$ cat src/rtl/voq_fifo.sv
// Multi-channel packet queue: NCH virtual output queues sharing one write and one read port,
// with per-channel occupancy, almost-full, flush and sticky overflow/underflow flags.
module voq_fifo #(
    parameter int W     = 32,
    parameter int DEPTH = 8,
    parameter int NCH   = 4,
    parameter int AF    = DEPTH - 2,
    localparam int CW   = (NCH > 1) ? $clog2(NCH) : 1,
    localparam int AW   = $clog2(DEPTH)
) (
    input  logic                  clk,
    input  logic                  rst,
    input  logic [W-1:0]          in,
    input  logic                  we,
    input  logic [CW-1:0]         wch,
    output logic [W-1:0]          out,
    input  logic                  re,
    input  logic [CW-1:0]         rch,
    input  logic [NCH-1:0]        flush,
    input  logic                  clr_err,
    output logic [NCH-1:0]        empty,
    output logic [NCH-1:0]        full,
    output logic [NCH-1:0]        afull,
    output logic [NCH*(AW+1)-1:0] count,
    output logic                  ovf,
    output logic                  udf
);

    logic [AW-1:0]  head_q [NCH];
    logic [AW-1:0]  head_d [NCH];
    logic [AW-1:0]  tail_q [NCH];
    logic [AW-1:0]  tail_d [NCH];
    logic [AW:0]    cnt_q  [NCH];
    logic [AW:0]    cnt_d  [NCH];
    logic           ovf_q, ovf_d;
    logic           udf_q, udf_d;
    logic [W-1:0]   mem_q  [NCH*DEPTH];

    logic           wch_ok, rch_ok;
    logic [NCH-1:0] wr_hit, rd_hit, wr_acc, rd_acc;
    logic           ovf_set, udf_set, wr_en;

    // Indices beyond NCH only exist when NCH is not a power of two; they address nothing.
    assign wch_ok = ({1'b0, wch} < (CW+1)'(NCH));
    assign rch_ok = ({1'b0, rch} < (CW+1)'(NCH));

    always_comb begin
        empty = '0;
        full  = '0;
        afull = '0;
        count = '0;
        for (int i = 0; i < NCH; i++) begin
            empty[i] = (cnt_q[i] == '0);
            full[i]  = (cnt_q[i] == (AW+1)'(DEPTH));
            afull[i] = (cnt_q[i] >= (AW+1)'(AF));
            count[i*(AW+1) +: AW+1] = cnt_q[i];
        end
    end

    always_comb begin
        wr_hit  = '0;
        rd_hit  = '0;
        wr_acc  = '0;
        rd_acc  = '0;
        ovf_set = 1'b0;
        udf_set = 1'b0;
        for (int i = 0; i < NCH; i++) begin
            head_d[i] = head_q[i];
            tail_d[i] = tail_q[i];
            cnt_d[i]  = cnt_q[i];
            wr_hit[i] = we && wch_ok && (wch == CW'(i));
            rd_hit[i] = re && rch_ok && (rch == CW'(i));
            // Flush discards any same-cycle access to the channel without raising errors.
            if (flush[i]) begin
                head_d[i] = '0;
                tail_d[i] = '0;
                cnt_d[i]  = '0;
            end else begin
                wr_acc[i] = wr_hit[i] && !full[i];
                rd_acc[i] = rd_hit[i] && !empty[i];
                if (wr_hit[i] && full[i])  ovf_set = 1'b1;
                if (rd_hit[i] && empty[i]) udf_set = 1'b1;
                if (wr_acc[i]) head_d[i] = head_q[i] + 1'b1;
                if (rd_acc[i]) tail_d[i] = tail_q[i] + 1'b1;
                case ({wr_acc[i], rd_acc[i]})
                    2'b10:   cnt_d[i] = cnt_q[i] + 1'b1;
                    2'b01:   cnt_d[i] = cnt_q[i] - 1'b1;
                    default: cnt_d[i] = cnt_q[i];
                endcase
            end
        end
        wr_en = |wr_acc;
        ovf_d = (ovf_q && !clr_err) || ovf_set;
        udf_d = (udf_q && !clr_err) || udf_set;
    end

    always_ff @(posedge clk) begin
        if (rst) begin
            for (int i = 0; i < NCH; i++) begin
                head_q[i] <= '0;
                tail_q[i] <= '0;
                cnt_q[i]  <= '0;
            end
            ovf_q <= 1'b0;
            udf_q <= 1'b0;
        end else begin
            for (int i = 0; i < NCH; i++) begin
                head_q[i] <= head_d[i];
                tail_q[i] <= tail_d[i];
                cnt_q[i]  <= cnt_d[i];
            end
            ovf_q <= ovf_d;
            udf_q <= udf_d;
        end
    end

    // Storage is never reset; pointers and counts alone define what is valid.
    always_ff @(posedge clk) begin
        if (wr_en) mem_q[{wch, head_q[wch]}] <= in;
    end

    assign out = (rch_ok && !empty[rch]) ? mem_q[{rch, tail_q[rch]}] : '0;
    assign ovf = ovf_q;
    assign udf = udf_q;

endmodule

$ cat config.mk
export PLATFORM = sky130hd
export DESIGN_NAME = voq_fifo
export DESIGN_NICKNAME = d
export VERILOG_FILES = /design/src/rtl/voq_fifo.sv
export SDC_FILE = /design/constraint.sdc
export NUM_CORES = 1
export LEC_CHECK = 0
export ABC_AREA = 1
export BUFFER_PORTS_ARGS = -buffer_cell sky130_fd_sc_hd__buf_4
export CORE_MARGIN = 8
export CORE_UTILIZATION = 35
export DETAILED_ROUTE_END_ITERATION = 10
export HOLD_SLACK_MARGIN = 0.1
export PLACE_DENSITY_LB_ADDON = 0.12
export SLEW_MARGIN = 20
export SYNTH_ARGS = -nofsm -noshare
export SYNTH_HDL_FRONTEND = slang
export SYNTH_SLANG_ARGS = --single-unit
export TNS_END_PERCENT = 5
$ cat constraint.sdc
create_clock -name clk -period 7.1 [get_ports clk]
set_input_delay 0.71 -clock clk [delete_from_list [all_inputs] [get_ports clk]]
set_output_delay 0.71 -clock clk [all_outputs]
set_load 0.03 [all_outputs]
After elaboration in Yosys (flattened, before gate mapping)
Memory sizes are Yosys's and may differ from the RTL's. Cells that the tools add are included. Widths: inputs -> output; s select.

Add/sub/neg operators: 16. Multipliers: 0. Div/mod/pow operators: 0. Order comparisons: 5. Equality and inequality tests: 18. Shift-type cells: 0. Muxes and demuxes: 64. Bitwise logic cells: 12. Reduce and logical (&&, ||, !) cells: 44.

Operators by type and width (count): $mux 3 (24); $mux 32 (1); $mux 4 (8); $pmux 4 s2 (4); $logic_and 1x1->1 (26); $mux 1 (26); $add 3x1->3 const B (8); $add 4x1->4 const B (4); $eq 2x2->1 const B (8); $eq 4x4->1 const B (4); $ge 4x3->1 const B (4); $logic_not 4->1 (4); $sub 4x1->4 const B (4); $eq 2x1->1 const B (6); $or 1x1->1 (12); $logic_not 1->1 (9); $logic_not 2->1 (2); $reduce_or 4->1 (1); $lt 2x3->1 const B (1); $bmux 1 s2 (1); $logic_or 1x1->1 (2).

Register bits: 2. Bits in latches: 0. RAM bits: 1064. ROM bits: 0. Output and inout port bits: 62. Logic and storage cells: 165. Memories kept: 4.

Memory list: mem_q (depth 32, bits a word 32, read ports 1, clocked after memory_dff 0, write ports 1, line 37) `logic [W-1:0] mem_q [NCH*DEPTH];`; cnt_q (depth 4, bits a word 4, read ports 4, clocked after memory_dff 0, write ports 4, line 33) `logic [AW:0] cnt_q [NCH];`; head_q (depth 4, bits a word 3, read ports 5, clocked after memory_dff 0, write ports 4, line 29) `logic [AW-1:0] head_q [NCH];`; tail_q (depth 4, bits a word 3, read ports 5, clocked after memory_dff 0, write ports 4, line 31) `logic [AW-1:0] tail_q [NCH];`.

Longest topological paths before layout
Gate-level depths: netlist (run 1).

Depth after elaboration: 12. Depth in mapped cells: 16.

Worst setup path before layout (run 1)
No wires, ideal clock.

Path type: input -> register. From: input wch[0]. To: memory mem_q[0][0], enable pin. Arrival: 3.194 ns. Data required time: 6.679 ns. Setup slack: 3.484 ns. Stages: 8. Path buffers: 0. Path through: or2_1 nor2_1 inv_1 nor2_1 inv_1 o221ai_2 nand3_1 nor2_1.

Longest elaborated chain between the ends: 7.

Ends and longest elaborated chain: start, declared (line 15) `input logic [CW-1:0] wch,`; $eq 2x1->1, or another cell as far along (line 71) `wr_hit[i] = we && wch_ok && (wch == CW'(i));`; $logic_and 1x1->1 (line 71); $logic_and 1x1->1 (line 79) `wr_acc[i] = wr_hit[i] && !full[i];`; $mux 1 (line 74) `if (flush[i]) begin`; $reduce_or 4->1 (line 92) `wr_en = |wr_acc;`; $mux 1 (line 119) `if (wr_en) mem_q[{wch, head_q[wch]}] <= in;`; $mux 1 (implied by the code) (line 119); end, declared (line 37).

Several ways; a longest one is shown, not always the timed one.

Worst setup path after layout (run 1)
From: input rch[1]. To: output out[16].

Longest elaborated chain between the ends: 3.

Ends and longest elaborated chain: start, declared (line 18) `input logic [CW-1:0] rch,`; $mem_v2 4x3 / $bmux 1 s2 (equally long branches); $mem_v2 32x32 / $mux 1 (equally long branches); $mux 32 (*) (line 122) `assign out = (rch_ok && !empty[rch]) ? mem_q[{rch, tail_q[rch]}] : '0;`; end, declared (line 16) `output logic [W-1:0] out,`.

Every way passes the cells marked *; elsewhere a longest branch is shown, timed or not. The select of a mux whose other input is x is not followed.

==> impl_metrics.ini, run 1 <==
[outcome]
status = finished clean

[floorplan]
core_area_um2 = 124000
die_area_um2 = 136000
die_x_um = 369
die_h_um = 369
num_rows = 129
start_util_pct = 35.2
num_io_pins = 107

[sta]
drv_slew = 0
fin_skew_ns = 0.0325
worst_pin_slew_ns = 1.12
slew_headroom_pct = 24.9
fmaxAchievable_ghz = 0.201
hold_violations = 0
post-route-period-util_pct = 70.0
hold_slack_ns = 0.203
timing.final.crit_period_ns = 4.97
final-setup-viol-count = 0
rsz0062_at_grt = false
setup_tns_ns = 0

[worst_setup_path]
worstReg2RegEnd = mem_q[8][2]
path_max_fanout = 78
startpoint = rch[1]
arrival_ns = 4.26
worstRegToRegCells = 9
worstSetupPathType = in -> out
start_kind = input pin
r2r-start = cnt_q[3][1]
end_kind = output port
r2r_slack_ns = 3.19
cp_data_required_time_ns = 6.39
timing.critical_path.to = out[16]

[detailed_routing]
drtIter0Drc = 2387
vias_per_cell = 5.14
dr_total_vias = 28300
dr.pass1.iters = 5
routed_wl_um = 134000
drc_errors = 0
drt-wirelength-per-cell_um = 24.4
ant_nets = 0

[clock_network]
clockBufferDepth = 3
hold_buffers = 0
root_buffer = clkbuf_16
cts-resized-gates = 0
cts_setup_buffers = 0
insertion_delay_ns = 0.70
clock_sinks = 1066
cts_tree = done
clk_pin_slew_ns = 0.06
cts_buffers = 115
htreeDepth = 3

[synth]
synthCells = 3709
yosys.area_share.simple_pct = 22.2
synthAdderAreaFrac_pct = 0.758
ys_ff_latch = 1066
synth_top_family_by_area = simple AND/OR/NAND/NOR gates
synth.area.top_cells = edfxtp_1 (71%), nand3_1 (11%), nand2_1 (9.4%)
netlist.area_leader.share_pct = 70.6
synth_mux_area_share_pct = 0
yosysSeqAreaShare_pct = 72.5
yosys_warnings = 0
synth_compound_area_share_pct = 0.962
synth_area_per_cell_um2 = 11.7
syn_area_um2 = 43600
synth_xor_area_share_pct = 0.0804
yosys.area.top_type = edfxtp_1
syn_nets = 3778
synth.distinct_cells = 34

[power]
vdd_ir_drop_max_uv = 175
internal_power_uw = 10300
power_switching_uw = 3060
seqPwrFrac_pct = 51.7
clock_power_share_pct = 42.2
total_power_uw = 13400
total_leakage_power_uw = 0.0174
combPwrFrac_pct = 6.1
p_sw_share_pct = 22.9
power.density_nw_per_um2 = 268

[final_layout]
drive_gt1_share_pct = 9.76
layout_commonest_cell = nand2_1
post-route-util_pct = 40.3
fin_cells = 5508
nFillCells = 11900
syn_to_final_growth_pct = 14.4
seq_area_um2 = 31600
multi_input_area_um2 = 10800
diodes = 0
layout.nets = 3853
final_cell_mix = nand2_1 (1,085), edfxtp_1 (1,024), nand3_1 (975), buf_4 (160), clkbuf_16 (121)

[place]
io_buffers = 106
dp_hpwl_um = 67600
gp_congestion = 0.738
numPlacedInstances = 5304

[global_routing]
met2_usage_pct = 32.3
overflow = 0
grt_pass1_vias = 27500
grt_pass1_wl_um = 195000
busiest_layer = met2
met1_usage_pct = 26.2
grt_start_max_net_pins = 179
antenna_found_initial = 5
grt_usage_pct = 19.2
met3_usage_pct = 2.70

[worst_hold_path]
hold_class = in -> reg

[flow_run]
max-cap-violations = 0
## stage by stage
stage               setup WS (ns)  cell area (µm²)
CTS                          2.01            49800
global placement             2.07            46200
detailed placement           2.01            46300
finish                       2.13            49800
global route                 1.93            49800
floorplan                    3.48            43600
## worst min-delay path by stage
stage                 startpoint           end  cells after the start
finish                       rst           ovf                      2
global route                 rst           ovf                      2
CTS                          rst           ovf                      2
detailed placement  head_q[0][1]  head_q[0][1]                      2
global placement    head_q[3][0]  head_q[3][0]                      2
floorplan           head_q[0][1]  head_q[0][1]                      2
## synth_stat cells
library cell	number
or2_1	1
o221ai_2	1
nand2_2	2
fa_1	4
a41oi_1	2
buf_2	182
a211oi_1	11
dfxtp_1	42
nor3_1	10
xnor2_1	4
nor2_2	1
nor2_1	110
nand2_1	1088
nor3b_1	9
nand3b_1	15
a221oi_1	1
nor2_4	2
or2_2	4
nand3_1	975
o22ai_1	3
clkbuf_1	13
a22o_1	1
inv_1	101
a22oi_1	1
buf_1	11
o21ai_0	17
nor4_1	1
o21ai_1	2
o21a_1	4
ha_1	20
a21oi_1	27
edfxtp_1	1024
buf_4	11
inv_2	9
## per-layer routing
layer  vias to the layer above  wire length, µm
met5                         -               40
met4                         6             2710
met3                       157             6330
met2                       645            65500
met1                     14200            59700
li1                      13300                -
## cells by family after synthesis
logic type | Yosys count
AO/OA/AOI/OAI | 70
XOR/XNOR | 4
adder cells (fa/ha/maj) | 24
buffers and inverters | 327
flip-flops | 1066
AND/OR/NAND/NOR | 2218
## flip-flops by register name, summed over array words and instances (netlist names)
signal  flops
mem_q    1024
head_q     12
ovf         1
tail_q     12
cnt_q      16
udf         1
## power groups by stage
stage | clock network [µW] | registers [µW] | logic (µW)
after floorplan | 0 | 7060 | 436
after global placement | 0 | 7050 | 822
after detailed placement | 0 | 7050 | 825
after CTS | 5760 | 6920 | 826
after global routing | 6010 | 6910 | 884
final | 5640 | 6920 | 811
## critical path, cell delays in order
cell,delay [ns]
buf_4,0.12
inv_2,0.07
nor2_4,0.47
buf_4,0.58
nand2_1,0.10
nand2_1,0.16
inv_2,0.06
nand2_4,0.58
buf_12,0.48
nand3_1,0.12
nand3_1,0.10
nand3_1,0.12
nand3_1,0.23
nor2_1,0.08
buf_4,0.17
## layout make-up
type / count / area share (%)
sequential: 1066 / 63.4
inverter: 110 / 0.854
tap: 1637 / 4.11
multi-input combinational: 2316 / 21.6
timing repair buffer: 175 / 3.06
clock buffer: 162 / 6.43
clock inverter: 42 / 0.570
(Power assumes the default switching activity.)
==> run 2: changes to the inputs <==
==> constraint.sdc (replaced) <==
create_clock -name clk -period 4.05 [get_ports clk]
set_input_delay 0.405 -clock clk [delete_from_list [all_inputs] [get_ports clk]]
set_output_delay 0.405 -clock clk [all_outputs]
set_load 0.03 [all_outputs]
==> run 2 against run 1 <==
Clock-buffer cell count decreased by 3; cell count rose by 1.8%; worst hold slack lost 0.062 ns; sequential share of layout area down 1.4 points; via count rose by 0.91%; non-clock buffer count grew 90; sequential cell count did not move; sequential power grew 75%; register-to-register slack lost 2.1 ns; combinational power rose by 89%; total power up 78%; clock power grew 79%; critical path type is now reg -> out; critical endpoint is now out[22]; largest cell class unchanged; largest power group unchanged.
==> impl_metrics.ini, run 2 (synthesized netlist as in run 1, its figures left out) <==
[final_layout]
syn_to_final_growth_pct = 17.1
layout_commonest_cell = nand2_1
largest_reg_flops = 1024
layout.nets = 3944
nFillCells = 11800
fin_cells = 5605
final_cell_mix = nand2_1 (1,085), edfxtp_1 (1,024), nand3_1 (975), buf_4 (194), clkbuf_16 (119)
drive_gt1_share_pct = 11.2

[sta]
post-route-period-util_pct = 96.0
setup_tns_ns = 0
hold_violations = 0
drv_slew = 0
worst_pin_slew_ns = 0.907
slew_headroom_pct = 39.5
fmaxAchievable_ghz = 0.257
timing.final.crit_period_ns = 3.89
fin_skew_ns = 0.0266
rsz0062_at_grt = false
final-setup-viol-count = 0

[global_routing]
overflow = 0
grt_usage_pct = 19.4
antenna_found_initial = 8
grt_pass1_vias = 27900
grt_pass1_wl_um = 196000
grt_start_max_net_pins = 123

[power]
power.density_nw_per_um2 = 466
p_sw_share_pct = 22.7
internal_power_uw = 18400
total_leakage_power_uw = 0.0180
power_switching_uw = 5400
clock_power_share_pct = 42.5
combPwrFrac_pct = 6.4
vdd_ir_drop_max_uv = 344
seqPwrFrac_pct = 51.0

[worst_setup_path]
path_max_fanout = 39
end_kind = output port
path_cells = nand2_1, nand2_1, nand2_2, nand2_8, inv_8, buf_4, nand2_1, nand3_1, nand3_1, nand3_1, nand2_1, nor2_2, buf_4
cp_common_cell = nand2_1
start_kind = flop
critPathSlowestCell = nor2_2
worstSetupPathType = reg -> out
arrival_ns = 3.48
cp_slowest_stage_delay_ns = 0.43
cp_data_required_time_ns = 3.64

[clock_network]
cts_setup_buffers = 0
htreeDepth = 3
insertion_delay_ns = 0.70
root_buffer = clkbuf_16
clockBufferDepth = 3
cts_tree = done
clock_sinks = 1066
clk_pin_slew_ns = 0.06
cts_buffers = 116

[place]
io_buffers = 106
numPlacedInstances = 5363
gp_congestion = 0.734
dp_hpwl_um = 71500

[floorplan]
core_area_um2 = 124000
num_io_pins = 107
die_h_um = 369
start_util_pct = 35.2
die_x_um = 369
die_area_um2 = 136000
num_rows = 129

[detailed_routing]
dr.pass1.iters = 5
met3_length_um = 5890
drt-wirelength-per-cell_um = 24.1
drtIter0Drc = 2429
drc_errors = 0
routed_wl_um = 135000
dr_total_vias = 28600
vias_per_cell = 5.10
wl_met1_um = 60700
highest_layer = met5
ant_nets = 0
wl_met2_um = 65600

[worst_hold_path]
hold_class = in -> reg

[flow_run]
max-cap-violations = 0

[outcome]
status = finished clean
-- run 2: area by class of cell --
| cell class | instances | area [µm²] | area share (%) |
|---|---|---|---|
| inverter | 110 | 425 | 0.834 |
| multi-input combinational | 2316 | 10800 | 21.1 |
| tap | 1637 | 2050 | 4.02 |
| clock inverter | 51 | 428 | 0.839 |
| sequential | 1066 | 31600 | 62.0 |
| clock buffer | 159 | 3170 | 6.21 |
| timing repair buffer | 265 | 2570 | 5.04 |
| antenna | 1 | 2.50 | 0.00491 |
-- run 2: worst paths after layout --
path	startpoint	end	slack [ns]	depth (start not counted)
setup / recovery	tail_q[2][0]	out[22]	0.16	13
hold reg to reg	head_q[1][0]	head_q[1][0]	0.49	2
hold / removal	in[20]	mem_q[27][20]	0.14	1
setup reg to reg	cnt_q[3][1]	mem_q[31][8]	1.14	9
-- run 2: power groups by stage --
stage | combinational (µW) | sequential (µW) | clock (µW)
2_1_floorplan | 764 | 12400 | 0
3_3_place_gp | 1530 | 12400 | 0
3_5_place_dp | 1520 | 12400 | 0
4_1_cts | 1560 | 12100 | 10400
5_1_grt | 1660 | 12100 | 10800
6_report | 1530 | 12100 | 10100
-- run 2: metal layers --
layer | vias to the layer above | GRT usage, %
met3 | 183 | 2.79
met5 | - | 0
met2 | 610 | 32.5
met1 | 14300 | 26.5
li1 | 13500 | -
met4 | 6 | 4.77
-- run 2: timing repair --
| action | 4_1_cts | 5_1_grt |
|---|---|---|
| pin swaps | 0 | 0 |
| hold buffers | 31 | 0 |
| endpoints found under the hold margin | 632 | 0 |
| resized for setup | 1 | 1 |
| setup endpoints to repair | 1 | 1 |
-- run 2: worst max-delay path: cells and delay by family (launching register included) --
kind,cells,cell delay [ns]
flops,1,0.36
simple gates,10,1.35
buf+inv,3,1.00
-- run 2: stage by stage --
step           power (µW)  setup WS (ns)  hold slack, ns  cell area, µm²  util [%]
2_1_floorplan       13100          0.638           0.458           43600         -
3_3_place_gp        13900          0.497           0.477           47100      38.1
3_5_place_dp        13900          0.500           0.477           47100      38.1
4_1_cts             24000          0.168           0.100           51000      41.2
5_1_grt             24500         0.0432           0.119           51000      41.2
6_report            23800          0.163           0.141           51000      41.2
